`config.mk`:
```
export PLATFORM = sky130hd
export DESIGN_NAME = csa_key_bank
export DESIGN_NICKNAME = d
export VERILOG_FILES = /design/src/rtl/csa_pkg.sv /design/src/rtl/csa_key_round.sv /design/src/rtl/csa_key_bank.sv
export SDC_FILE = /design/constraint.sdc
export NUM_CORES = 2
export LEC_CHECK = 0
export ABC_CLOCK_PERIOD_IN_PS = 69500
export CAP_MARGIN = 10
export CORE_MARGIN = 2
export CORE_UTILIZATION = 50
export CTS_CLUSTER_DIAMETER = 100
export DETAILED_ROUTE_END_ITERATION = 10
export PLACE_DENSITY = 0.76
export SKIP_LAST_GASP = 1
export SYNTH_ARGS = -nofsm -noshare
export SYNTH_HDL_FRONTEND = slang
export SYNTH_SLANG_ARGS = --single-unit
```
`constraint.sdc`:
```
create_clock -name clk -period 69.5 [get_ports clk]
set_input_delay 20.85 -clock clk [delete_from_list [all_inputs] [get_ports clk]]
set_output_delay 20.85 -clock clk [all_outputs]
set_load 0.005 [all_outputs]
```
`src/rtl/csa_pkg.sv`:
```
// rtl/csa_pkg.sv - CSA key schedule constants, key-bit permutation and bank FSM states
package csa_pkg;

  localparam int CSA_KK_ROUNDS = 7;
  localparam int CK_W          = 64;
  localparam int KK_W          = 448;

  // Destination position of each source key bit, both counted MSB-first
  // (position 0 is bit 63, i.e. the MSB of the first CK byte).
  localparam logic [5:0] KEY_PERM [64] = '{
    6'd17, 6'd35, 6'd8,  6'd6,  6'd41, 6'd48, 6'd28, 6'd20,
    6'd27, 6'd53, 6'd61, 6'd49, 6'd18, 6'd32, 6'd58, 6'd63,
    6'd23, 6'd19, 6'd36, 6'd38, 6'd1,  6'd52, 6'd26, 6'd0,
    6'd33, 6'd3,  6'd12, 6'd13, 6'd56, 6'd39, 6'd25, 6'd40,
    6'd50, 6'd34, 6'd51, 6'd11, 6'd21, 6'd47, 6'd29, 6'd57,
    6'd44, 6'd30, 6'd7,  6'd24, 6'd22, 6'd46, 6'd60, 6'd16,
    6'd59, 6'd4,  6'd55, 6'd42, 6'd10, 6'd5,  6'd9,  6'd43,
    6'd31, 6'd62, 6'd45, 6'd14, 6'd2,  6'd37, 6'd15, 6'd54
  };

  typedef enum logic [1:0] {
    IDLE  = 2'd0,
    RUN   = 2'd1,
    WRITE = 2'd2
  } bank_state_e;

  // Moves every key bit to its permuted position; ~p maps MSB-first p to a bit index.
  function automatic logic [CK_W-1:0] csa_key_perm(input logic [CK_W-1:0] k);
    logic [CK_W-1:0] p;
    p = '0;
    for (int i = 0; i < CK_W; i++) begin
      p[~KEY_PERM[i]] = k[~6'(i)];
    end
    return p;
  endfunction

endpackage

```
`src/rtl/csa_key_round.sv`:
```
// rtl/csa_key_round.sv - one key schedule step: round KK word and next permuted key
module csa_key_round
  import csa_pkg::*;
(
  input  logic [CK_W-1:0] kb,
  input  logic [2:0]      rnd,
  output logic [CK_W-1:0] kk_word,
  output logic [CK_W-1:0] kb_next
);

  // Round word is the current key with the round index folded into every byte.
  always_comb begin
    kk_word = kb ^ {8{{5'b0, rnd}}};
    kb_next = csa_key_perm(kb);
  end

endmodule

```
`src/rtl/csa_key_bank.sv`:
```
// rtl/csa_key_bank.sv - multi-channel CSA key expander with even/odd schedule bank
module csa_key_bank
  import csa_pkg::*;
#(
  parameter  int CHANNELS = 4,
  localparam int CHW      = (CHANNELS > 1) ? $clog2(CHANNELS) : 1
) (
  input  logic            clk,
  input  logic            rst,
  input  logic            start,
  input  logic [63:0]     i_ck,
  input  logic [CHW-1:0]  i_chan,
  input  logic            i_parity,
  input  logic            i_inv,
  input  logic [CHW-1:0]  i_inv_chan,
  input  logic            i_inv_parity,
  output logic            busy,
  output logic            done,
  output logic            drop,
  input  logic [CHW-1:0]  rd_chan,
  input  logic            rd_parity,
  output logic [447:0]    o_kk,
  output logic            o_valid
);

  localparam int SLOTS = CHANNELS * 2;
  localparam int SW    = CHW + 1;

  bank_state_e     state;
  bank_state_e     state_nx;

  logic [CK_W-1:0] kb;
  logic [CK_W-1:0] kk_word;
  logic [CK_W-1:0] kb_next;
  logic [2:0]      rnd;
  logic [SW-1:0]   tgt_slot;
  logic [KK_W-1:0] shadow;
  logic [KK_W-1:0] bank [SLOTS];
  logic [SLOTS-1:0] slot_valid;
  logic            drop_q;

  logic            start_ok;
  logic            start_drop;
  logic            chan_ok;
  logic            inv_ok;
  logic            rd_ok;
  logic [SW-1:0]   inv_slot;
  logic [SW-1:0]   rd_slot;

  // Channel indices above CHANNELS-1 exist only when CHANNELS is not a power of two.
  assign chan_ok  = 32'(i_chan) < CHANNELS;
  assign inv_ok   = i_inv && (32'(i_inv_chan) < CHANNELS);
  assign rd_ok    = 32'(rd_chan) < CHANNELS;
  assign inv_slot = {i_inv_chan, i_inv_parity};
  assign rd_slot  = {rd_chan, rd_parity};

  assign busy = (state != IDLE);
  assign done = (state == WRITE);
  assign drop = drop_q;

  csa_key_round u_round (
    .kb      (kb),
    .rnd     (rnd),
    .kk_word (kk_word),
    .kb_next (kb_next)
  );

  // Next-state logic; a start is only taken in IDLE and for an existing channel.
  always_comb begin
    state_nx   = state;
    start_ok   = 1'b0;
    start_drop = 1'b0;
    case (state)
      IDLE: begin
        if (start) begin
          if (chan_ok) begin
            start_ok = 1'b1;
            state_nx = RUN;
          end else begin
            start_drop = 1'b1;
          end
        end
      end
      RUN: begin
        start_drop = start;
        if (rnd == 3'd0) begin
          state_nx = WRITE;
        end
      end
      WRITE: begin
        start_drop = start;
        state_nx   = IDLE;
      end
      default: begin
        state_nx = IDLE;
      end
    endcase
  end

  // State register; reset abandons any expansion in flight.
  always_ff @(posedge clk) begin
    if (rst) begin
      state <= IDLE;
    end else begin
      state <= state_nx;
    end
  end

  // Expansion datapath: load CK at round 6, then one round into the shadow per cycle.
  always_ff @(posedge clk) begin
    if (start_ok) begin
      kb       <= i_ck;
      rnd      <= 3'(CSA_KK_ROUNDS - 1);
      tgt_slot <= {i_chan, i_parity};
    end else if (state == RUN) begin
      shadow[{rnd, 6'd0} +: CK_W] <= kk_word;
      kb                          <= kb_next;
      rnd                         <= rnd - 3'd1;
    end
  end

  // Ignored-start indication, one cycle after the rejected request.
  always_ff @(posedge clk) begin
    if (rst) begin
      drop_q <= 1'b0;
    end else begin
      drop_q <= start_drop;
    end
  end

  // Valid bits: invalidate first so a same-cycle write of the slot wins.
  always_ff @(posedge clk) begin
    if (rst) begin
      slot_valid <= '0;
    end else begin
      if (inv_ok) begin
        slot_valid[inv_slot] <= 1'b0;
      end
      if (state == WRITE) begin
        slot_valid[tgt_slot] <= 1'b1;
      end
    end
  end

  // Bank write port: the completed shadow lands in the target slot.
  always_ff @(posedge clk) begin
    if (!rst && state == WRITE) begin
      bank[tgt_slot] <= shadow;
    end
  end

  // Registered read port, no bypass of a same-cycle write.
  always_ff @(posedge clk) begin
    if (rst) begin
      o_kk    <= '0;
      o_valid <= 1'b0;
    end else if (rd_ok) begin
      o_kk    <= bank[rd_slot];
      o_valid <= slot_valid[rd_slot];
    end else begin
      o_kk    <= '0;
      o_valid <= 1'b0;
    end
  end

endmodule

```
* After elaboration in Yosys (flattened, before gate mapping)
Memories as Yosys holds them, arrays and structs flattened. A register that Yosys moved wholly into a read port is not among the register bits.
Cells that the tools add are included.
** Cells by class
- Add/subtract/negate cells :: 2
- Magnitude comparators :: 5
- Equality and inequality tests :: 4
- Shift-type cells :: 2
- Mux-type cells :: 19
- Bitwise logic cells :: 6
- Reductions and logical operators :: 12
** Operators with widths (number)
- bitwise mux 448 bit :: 1
- variable shift 64 x 11 -> 448 bit (first input constant) :: 1
- indexed part select 64 x 11 -> 448 bit :: 1
- two-way mux 64 bit :: 1
- XOR 64 x 59 -> 64 bit :: 1
- two-way mux 62 bit :: 1
- two-way mux 8 bit :: 3
- < comparator 3 x 4 -> 1 bit (second input constant) :: 3
- negator 9 -> 11 bit :: 1
- AND 8 bit :: 1
- NOT 8 bit :: 1
- bitwise OR 8 bit :: 1
- two-way mux 1 bit :: 7
- demux 1 bit (select 3 bit) :: 2
- >= comparator 3 x 1 -> 1 bit (second input constant) :: 2
- two-way mux 2 bit :: 2
- != test 2 bit (second input constant) :: 2
- one-hot mux 2 bit (2 select lines) :: 1
- AND reduction 2 bit :: 2
- nonzero test 2 bit :: 2
- OR reduction 2 bit :: 2
- binary-select mux 1 bit (select 3 bit) :: 1
- logical AND 1 bit :: 3
- zero test 3 bit :: 1
- other kinds (6) :: 7
** Word-level totals
- Register bits :: 530
- RAM bits :: 3584
- Input bits :: 77
- Word-level logic and storage cells :: 59
- Memories :: 1
** Memories
- bank :: words 8, width 448, read ports 1, clocked after Yosys merged registers in 1, wr ports 1, line csa_key_bank.sv:38 : logic [KK_W-1:0] bank [SLOTS];

* Logic depth before layout (Yosys ltp)
- Depth in word-level cells :: 10
- Depth in mapped cells :: 9
- Mapped depth without buffers :: 6

* Cells and area by module
From an unflattened synthesis, not the netlist that was laid out.
** Second synthesis, totals
- Cells, all modules :: 7452
- Area, all modules :: 165647.6 um^2
** By module, submodules not included
- csa_key_bank :: instances 1, cells each 7320, area an instance 164619.1 um^2, sequential area each 132356.9 um^2
- csa_key_round :: instances 1, cells each 132, area an instance 1028.5 um^2, sequential area each 0.0 um^2

* Worst setup path before layout
Ideal clock, no wire load.
- Kind :: input-to-reg
- Start :: in rst
- End :: mem bank[0][0], enable pin
- Setup time :: 2.354 ns
- Arrival time :: 62.868 ns
- Data required time :: 67.146 ns
- Setup slack :: 4.278 ns
- Stages on the path :: 2
- Buffers on the path :: 1
- Cell sequence :: clkbuf_1 nor4_1
** Between the ends
- Word-level cells in the longest chain between the ends :: 4
** Ends and longest elaborated chain
- start: declaration :: line csa_key_bank.sv:9 : input logic rst,
- zero test 1 bit :: line csa_key_bank.sv:147 : if (!rst && state == WRITE) begin
- logical AND 1 bit :: line csa_key_bank.sv:147
- two-way mux 1 bit :: line csa_key_bank.sv:147
- two-way mux 1 bit (implied by the code) :: line csa_key_bank.sv:148 : bank[tgt_slot] <= shadow;
- end: declaration :: line csa_key_bank.sv:38
Every way passes these cells.

==> metrics <==
Final Max Tran Viols=0; Worst Max-Slew Pin Slew=1291 ps; TritonCTS clock tree=yes; setup repair bufs after CTS=0; Worst EP required=70,310 ps; Area after DPL=175,200 sq um; status=completed; Cells after DPL=12,052; grt ovf=0; Period minus WS final=25,010 ps; Top cell by count, worst path=buf_4; initial antenna violation count=80; PortBufs=528; Seq pwr share=51.0%; Setup WS post-layout=44,490 ps; WL/cell=32.47 um; P&R area growth vs syn=15.80%; Final setup viols=0; syn nets=7,439; Yosys Warn Count=0; Post-CTS Hold Buffers=0; drc violations=0; synth top area cells=edfxtp_1, mux4_2, dfxtp_1; number of global-route vias before repair=78,975; Worst-Skew Late Latency=990 ps; Comb pwr share=10.8%; Final Hold Viols=0; fmax=0.03998 GHz; CP max stage delay=850 ps; fin cells=13,028; cell breakdown of the critical path=buf_16, buf_12, buf_4, buf_4, buf_4, mux4_2, mux2i_1, nor2_1; global-route wire length before repair=591,300 um; Fin Setup TNS=0 ps; Mapped Area=164,300 sq um; dominant cell type by area after synthesis=edfxtp_1; cell count after synthesis=7,350; Core ar.=327,100 sq um; critical path launch point type=primary input; Internal Power=0.004651 W; Worst setup EP type=flop; H-tree lvl count=5; design area=190,300 sq um; die area=333,300 sq um; power per cell area=32.89 nW/um^2; Total GRT Usage=25.23%; VDD IR-drop max=24.57 uV; crit path max fanout=110; # IOs=529; RSZ-0062 raised after global routing=false; relative slew slack=13.95%; Routed WL=423,000 um; vias=78,582; Clk pwr share=38.2%; Reg clk slew, reported paths=60 ps; largest net degree at the start of global routing=147; initial core utilization=50.24%; post-DP HPWL=229,800 um; ratio of final minimum period to clock period=35.99%; Die Y=577.3 um; layout net count=8,228; Leak=63.28 nW; kind of critical path=primary input to flop; FP Rows=210; CP Data Arrival Time=25,820 ps; post-synthesis sequential area ratio=80.54%; CTS buffer count=430; first-pass iteration count of the detailed router=6; TritonCTS Sinks=4,562; synth unique cells=34; cells resized by post-CTS repair=0; HP Class=flop to flop; vias per cell=6.032; Mean Syn Cell Area=22.36 sq um; layout cell share with drive strength beyond 1=21.48%; slowest CP cell=buf_4; number of register bits inferred by synthesis=4,562; initial DRC count=11,415; die span in x=577.3 um; share of the synthesized area in the top cell type=74.90%; GPL Wtd Cong=0.7655; Root Driver=clkbuf_16; worst-case clock buffer depth=4; MaxCap Viol Count=0; pre-CTS WS=43,350 ps; post-route ant nets=0; clock skew=106.6 ps; switching fraction of total power=25.71%; sw power=0.001609 W
==> cells in the mapped netlist <==
library cell	instances
edfxtp_1	4099
mux4_2	898
nor2_1	594
dfxtp_1	463
mux2i_1	449
and2_1	323
buf_2	153
clkbuf_1	145
and3_1	38
mux2_2	32
buf_1	31
buf_6	26
xnor2_1	17
ha_1	12
inv_1	10
nand2_1	7
nand3_1	7
o21ai_0	7
nand2b_1	6
o311ai_0	5
nor3_1	4
a21oi_1	3
a31o_2	3
nor2b_1	3
nor4_1	3
or3b_2	3
or3_1	2
clkbuf_2	1
clkinv_1	1
nand3b_1	1
nand4_1	1
o21ba_2	1
o21bai_1	1
o31ai_1	1
==> layout by cell type, fill, tap and decap left out, drive strengths merged, types with 4 or more instances in the layout <==
cell type and instances:
and2 323, and3 38, buf 189, bufinv 37, clkbuf 593, clkdlybuf4s50 524
clkinv 144, clkinvlp 21, dfxtp 463, diode 167, edfxtp 4099, ha 12
inv 24, mux2 32, mux2i 449, mux4 898, nand2 7, nand2b 6
nand3 7, nor2 594, nor3 4, o21ai 7, o311ai 5, xnor2 17
==> kinds of logic (layout without fill, tap and decap cells) <==
group / after synthesis / after routing / share of synthesized area [%]
mux: 1379 / 1379 / 15.26
xor+xnor: 17 / 17 / 0.09060
buf+inv: 367 / 1532 / 1.074
other cells: 0 / 167 / 0
simple gates: 992 / 992 / 2.858
flops: 4562 / 4562 / 80.54
compound gates: 21 / 21 / 0.08832
fa+ha+maj: 12 / 12 / 0.09136
==> stage by stage <==
step                power, W  hold slack, ps  util [%]
finish              0.006260           489.1     58.17
detailed placement  0.003922           473.3     53.56
floorplan           0.003465           455.7         -
CTS                 0.006276           489.0     58.04
global route        0.006403           514.9     58.09
global placement    0.003912           463.7     53.56
==> power groups by stage <==
stage	sequential [W]	clock, W	combinational, W
floorplan	0.00323	0	0.000231
global placement	0.00324	0	0.000668
detailed placement	0.00325	0	0.000671
CTS	0.00319	0.00241	0.000674
global route	0.00320	0.00251	0.000691
finish	0.00319	0.00239	0.000678
==> metal layers <==
layer,vias up,GRT usage [%],routed length [um]
met1,41257,33.41,151000
met4,2,12.29,18060
met5,-,0,20
met2,5126,39.80,205100
li1,31466,-,-
met3,731,5.846,48770
==> critical path, delay by kind of cell <==
kind	cells	cell delay, ps
buffers and inverters	5	3670
multiplexers	2	870
AND/OR/NAND/NOR	1	100
==> sequential cells by signal (all words and copies together) (netlist names) <==
register	flops
bank	3584
o_kk	448
shadow	448
kb	64
slot_valid	8
rnd	3
tgt_slot	3
state	2
drop	1
o_valid	1
==> final cells by class <==
cell class,count,area [sq um]
clock buffers,593,12050
clock inverters,215,2589
well taps,4346,5438
multi-input cells,2421,30460
repair buffers,713,6952
inverters,11,41.29
diodes,167,417.9
fillers,22450,136800
flip-flops and latches,4562,132400
==> worst paths after layout <==
path	start	to	slack, ps	cells after the start
max	rd_chan[0]	o_kk[97]$_SDFF_PP0_	44490	8
min	slot_valid[3]$_SDFF_PP0_	slot_valid[3]$_SDFF_PP0_	490	1
max reg2reg	state[0]$_SDFFE_PP0P_	bank[2][247]$_DFFE_PP_	63960	7
min reg2reg	slot_valid[3]$_SDFF_PP0_	slot_valid[3]$_SDFF_PP0_	490	1
(Power assumes the default switching activity.)
